File: config.mk
export PLATFORM = sky130hd
export DESIGN_NAME = tlc_junction_sched
export DESIGN_NICKNAME = d
export VERILOG_FILES = /design/src/rtl/tlc_junction_sched.sv
export SDC_FILE = /design/constraint.sdc
export NUM_CORES = 1
export LEC_CHECK = 0
export CELL_PAD_IN_SITES_DETAIL_PLACEMENT = 1
export CELL_PAD_IN_SITES_GLOBAL_PLACEMENT = 1
export CORE_MARGIN = 2
export CORE_UTILIZATION = 40
export CTS_CLUSTER_DIAMETER = 30
export DETAILED_ROUTE_END_ITERATION = 7
export PLACE_DENSITY = 0.83
export SLEW_MARGIN = 20
export SYNTH_ARGS = -nofsm -noshare
export SYNTH_HDL_FRONTEND = slang
export SYNTH_SLANG_ARGS = --single-unit
export TNS_END_PERCENT = 30
File: constraint.sdc
create_clock -name clk -period 2.1 [get_ports clk]
set_input_delay 0.21 -clock clk [delete_from_list [all_inputs] [get_ports clk]]
set_output_delay 0.21 -clock clk [all_outputs]
set_load 0.02 [all_outputs]
File: src/rtl/tlc_junction_sched.sv
// tlc_junction_sched: two-road junction controller. It serves road A, road B
// and an optional pedestrian phase in round-robin order, and it rests on green
// while no other requester is waiting.
// Build option: define TLC_PED_EN to enable the pedestrian requester and the
// WALK phase. When TLC_PED_EN is undefined, the controller only alternates
// between roads A and B.
module tlc_junction_sched #(
   parameter int unsigned GREEN_MIN = 4,
   parameter int unsigned GREEN_MAX = 10,
   parameter int unsigned YELLOW_T  = 2,
   parameter int unsigned CLEAR_T   = 1,
   parameter int unsigned WALK_T    = 3
) (
   input  logic       clk,
   input  logic       rst,
   input  logic       reqA,
   input  logic       reqB,
   input  logic       ped_btn,
   output logic [2:0] outpA,
   output logic [2:0] outpB,
   output logic       walk,
   output logic [1:0] grant
);

   typedef enum logic [1:0] {
      S_GREEN  = 2'b00,
      S_YELLOW = 2'b01,
      S_CLEAR  = 2'b10,
      S_WALK   = 2'b11
   } state_t;

   typedef enum logic [1:0] {
      OWN_A = 2'b00,
      OWN_B = 2'b01,
      OWN_P = 2'b10
   } owner_t;

   localparam logic [2:0] LAMP_R = 3'b100;
   localparam logic [2:0] LAMP_G = 3'b010;
   localparam logic [2:0] LAMP_Y = 3'b001;

   // The timer counts from 0 on the first cycle of a state, so thresholds are duration-1.
   localparam logic [7:0] GMIN_M1 = 8'(GREEN_MIN - 1);
   localparam logic [7:0] GMAX_M1 = 8'(GREEN_MAX - 1);
   localparam logic [7:0] YEL_M1  = 8'(YELLOW_T - 1);
   localparam logic [7:0] CLR_M1  = 8'(CLEAR_T - 1);
   localparam logic [7:0] WLK_M1  = 8'(WALK_T - 1);

   state_t     state, nxt_state;
   owner_t     owner, nxt_owner, pick;
   logic [7:0] timer;
   logic       ped_pend;
   logic       own_req, other_pend;

   function automatic logic [2:0] road_lamp(input state_t st, input owner_t own,
                                            input owner_t road);
      if (own == road && st == S_GREEN)  return LAMP_G;
      if (own == road && st == S_YELLOW) return LAMP_Y;
      return LAMP_R;
   endfunction

   // Classify the pending requesters relative to the current owner.
   always_comb begin
      own_req    = 1'b0;
      other_pend = 1'b0;
      case (owner)
         OWN_A: begin
            own_req    = reqA;
            other_pend = reqB | ped_pend;
         end
         OWN_B: begin
            own_req    = reqB;
            other_pend = reqA | ped_pend;
         end
         default: begin
            own_req    = 1'b0;
            other_pend = reqA | reqB | ped_pend;
         end
      endcase
   end

   // Round-robin choice of the next owner at the end of CLEAR.
   always_comb begin
      pick = OWN_A;
`ifdef TLC_PED_EN
      case (owner)
         OWN_A:   pick = reqB ? OWN_B : (ped_pend ? OWN_P : OWN_A);
         OWN_B:   pick = ped_pend ? OWN_P : (reqA ? OWN_A : OWN_B);
         default: pick = reqA ? OWN_A : (reqB ? OWN_B : (ped_pend ? OWN_P : OWN_A));
      endcase
`else
      case (owner)
         OWN_B:   pick = reqA ? OWN_A : OWN_B;
         default: pick = reqB ? OWN_B : OWN_A;
      endcase
`endif
   end

   // Decide the next phase and owner from the current phase timer and the requests.
   always_comb begin
      nxt_state = state;
      nxt_owner = owner;
      case (state)
         S_GREEN: begin
            if (other_pend && ((timer >= GMIN_M1 && !own_req) || timer >= GMAX_M1))
               nxt_state = S_YELLOW;
         end
         S_YELLOW: begin
            if (timer >= YEL_M1) nxt_state = S_CLEAR;
         end
         S_CLEAR: begin
            if (timer >= CLR_M1) begin
               nxt_owner = pick;
               nxt_state = (pick == OWN_P) ? S_WALK : S_GREEN;
            end
         end
         S_WALK: begin
            if (timer >= WLK_M1) nxt_state = S_CLEAR;
         end
         default: nxt_state = S_GREEN;
      endcase
   end

`ifdef TLC_PED_EN
   // Hold a pedestrian press until WALK is entered; entering WALK also absorbs a press in that same cycle.
   always_ff @(posedge clk) begin
      if (rst)
         ped_pend <= 1'b0;
      else if (nxt_state == S_WALK && state != S_WALK)
         ped_pend <= 1'b0;
      else if (ped_btn)
         ped_pend <= 1'b1;
   end
`else
   logic unused_ped;
   assign ped_pend   = 1'b0;
   assign unused_ped = ped_btn;
`endif

   // Phase register, saturating phase timer, and lamp/grant outputs decoded from the next state.
   always_ff @(posedge clk) begin
      if (rst) begin
         state <= S_GREEN;
         owner <= OWN_A;
         timer <= '0;
         outpA <= LAMP_G;
         outpB <= LAMP_R;
         walk  <= 1'b0;
         grant <= 2'b00;
      end else begin
         state <= nxt_state;
         owner <= nxt_owner;
         if (nxt_state != state)
            timer <= '0;
         else if (timer != 8'hFF)
            timer <= timer + 8'd1;
         outpA <= road_lamp(nxt_state, nxt_owner, OWN_A);
         outpB <= road_lamp(nxt_state, nxt_owner, OWN_B);
         walk  <= (nxt_state == S_WALK);
         grant <= nxt_owner;
      end
   end

endmodule

==> run metrics <==
post-synthesis sequential area ratio=38.53%; Max Fclk=0.5171 GHz; remaining global-route overflow=0; Starting Density=40.97%; worst slew pin tran=0.4698 ns; synth top area cells=dfxtp_1 39%, ha_1 5.1%, nor3_1 4.6%; Yosys reg bits=19; Max H-tree Level=1; CTS Hold Buffers Added=0; register area=381.6 sq um; fillers=278; final setup fails=0; WL met2=1.150 mm; Clk Latency, worst-skew pair=0.30 ns; Die X=53.68 microns; Yosys top cell area share=38.53%; area grow syn2layout=22.43%; Die Area=0.002882 sq mm; Final Cycle Share=92.09%; Leak=0.4350 nW; I/O pins=14; via count=854; Final Slew Violations=0; DRT Pass-1 Iters=4; DRT Wirelength=2.391 mm; crit path DAT=2.13 ns; Max FO, Critical Path=5; Crit path required time=2.30 ns; Mapped Cells=100; Peak supply drop=374.7 uV; worst setup margin=0.1662 ns; post-synth cell types=38; CTS tree=yes; WHS=0.5766 ns; remaining antenna violation count=0; metal3 WL=62 microns; Worst Setup Start Kind=flop; CTS Root Cell=clkbuf_4; Slew Limit Headroom=68.68%; Hold Vio Cnt, Final=0; final instance area=0.001209 sq mm; placed instance area=0.001180 sq mm; drt via density=5.693; GRT Total Usage=19.20%; TritonCTS Buffers=3; Port Buffer Count=12; CP Class=flop to flop; first-pass GRT wire length=4.077 mm; Rows=18; Reg2Reg Depth=6; Max Used Layer=met4; min Tclk post-route=1.934 ns; Synth Net Count=109; largest area contributor in the netlist=dfxtp_1; crit path to=outpA[0]; area of the mapped netlist=987.2 sq um; PwrDens=547.5 mW/mm^2; TritonCTS Sinks=19; Nets=130; RSZ-0062 raised after global routing=no; Die Y=53.68 microns; multi-input logic area=578.1 sq um; post-DP HPWL=1.825 mm; max cap viols=0; core area=0.002410 sq mm; Place WS=0.04718 ns; RR Startpoint=timer[0]; Setup TNS=0 ns; status=completed; Worst setup startpoint=timer[0]; CP endpoint kind=flop; number of remaining DRC errors=0; Ys Warns=0; Syn Area/Cell=9.872 sq um; Diodes inserted=0; met1 WL=1.161 mm; largest net degree at the start of global routing=12; vias in the first global route=867; CTS Buffer Depth=2; worst hold path type=flop to flop; initial antenna violation count=0; R2R Setup Slk=0.17 ns; RePlAce Congestion=0.7796; layout cells sized above 1=15.83%; initial DRC count=10; WL per Instance=15.94 microns; worst r2r dst=outpA[0]; clk_skew=0.006436 ns; clk slew on worst S/H paths=0.11 ns
==> per-stage QoR <==
step,utilization [%],std cells,total power (W)
after floorplan,-,100,0.0004478
after global placement,48.96,146,0.0004746
after detailed placement,48.96,146,0.0004813
after CTS,50.10,150,0.0006662
after global routing,50.16,150,0.0006954
final,50.16,150,0.0006617
==> worst min path at each step <==
stage,slack (ns),startpoint,cells after the start,endpoint
4_1_cts,0.58,owner[1],1,owner[1]
2_1_floorplan,0.28,rst,1,state[0]
5_1_grt,0.61,owner[1],1,owner[1]
3_3_place_gp,0.54,timer[6],1,timer[6]
6_report,0.58,owner[1],1,owner[1]
3_5_place_dp,0.56,owner[1],1,owner[1]
==> logic make-up (layout without fill, tap and decap cells) <==
group | Yosys count | in the layout | share of synthesized area (%)
AO/OA/AOI/OAI | 26 | 26 | 26.62
XOR/XNOR | 3 | 3 | 2.662
adder cells (fa/ha/maj) | 4 | 4 | 5.070
buffers and inverters | 7 | 27 | 2.915
flip-flops | 19 | 19 | 38.53
multiplexers | 3 | 3 | 3.042
AND/OR/NAND/NOR | 38 | 38 | 21.17
==> cells in the mapped netlist <==
cell	instances
a32oi_2	1
nor3b_1	4
xor2_1	2
a31oi_1	2
inv_1	5
nor2_1	7
nand2b_1	3
ha_1	4
o21ai_2	1
nor3_1	9
nand2_1	4
o21a_1	1
o41ai_2	1
nand4_1	1
a2111oi_4	1
o32ai_1	1
a31o_2	1
o21ai_0	3
a2111oi_1	2
o311ai_0	2
o2111ai_1	1
mux2i_1	3
nand3_1	2
and4_1	1
a211oi_1	2
nor2b_1	3
o41ai_4	1
xnor2_1	1
a311o_1	1
nor4_1	2
a21oi_1	1
or4_4	1
a311oi_2	1
buf_2	2
o31ai_1	1
dfxtp_1	19
a21boi_0	2
and3_1	1
==> critical path: stages, from the launching register on <==
cell and delay (ns):
dfxtp_1 0.43, inv_1 0.12, ha_1 0.21, nor3b_1 0.36
o2111ai_1 0.19, buf_4 0.19, a2111oi_4 0.34
==> state kept, by name, summed over array words and instances (netlist names) <==
name and cells:
outpA 3, state 2, walk 1, outpB 3
timer 8, owner 2
==> cells in the final DEF, fill, tap and decap left out, drive strengths merged, types with 3 or more instances in the layout <==
master	instances
o21ai	4
ha	4
nand2b	3
nor2	7
nor3	9
a2111oi	3
buf	6
nor2b	3
nand2	4
clkbuf	3
inv	5
dfxtp	19
nor3b	4
clkdlybuf4s50	12
mux2i	3
==> layout make-up <==
cell class,count,share of cell area (%)
Multi-Input combinational cell,74,47.83
Sequential cell,19,31.57
Timing Repair Buffer,18,13.66
Tap cell,30,3.106
Clock buffer,3,1.863
Inverter,5,1.553
Clock inverter,1,0.4141
==> power by group <==
group	leakage [nW]	internal [W]	switching (W)	total, W
logic	0.263	0.0000384	0.0000495	0.0000880
clock network	0.0177	0.0000709	0.000116	0.000187
registers	0.154	0.000371	0.0000159	0.000387
total	0.435	0.000480	0.000181	0.000662
==> routing by layer <==
layer / vias to the layer above / track usage (%)
li1: 427 / -
met1: 410 / 25.47
met2: 15 / 31.30
met3: 2 / 3.611
met4: 0 / 5.983
met5: - / 0
==> timing repair <==
item | CTS | global route
setup endpoints to repair | 0 | 6
resized for setup | 0 | 2
buffers inserted | 0 | 0
(Power assumes the default switching activity.)
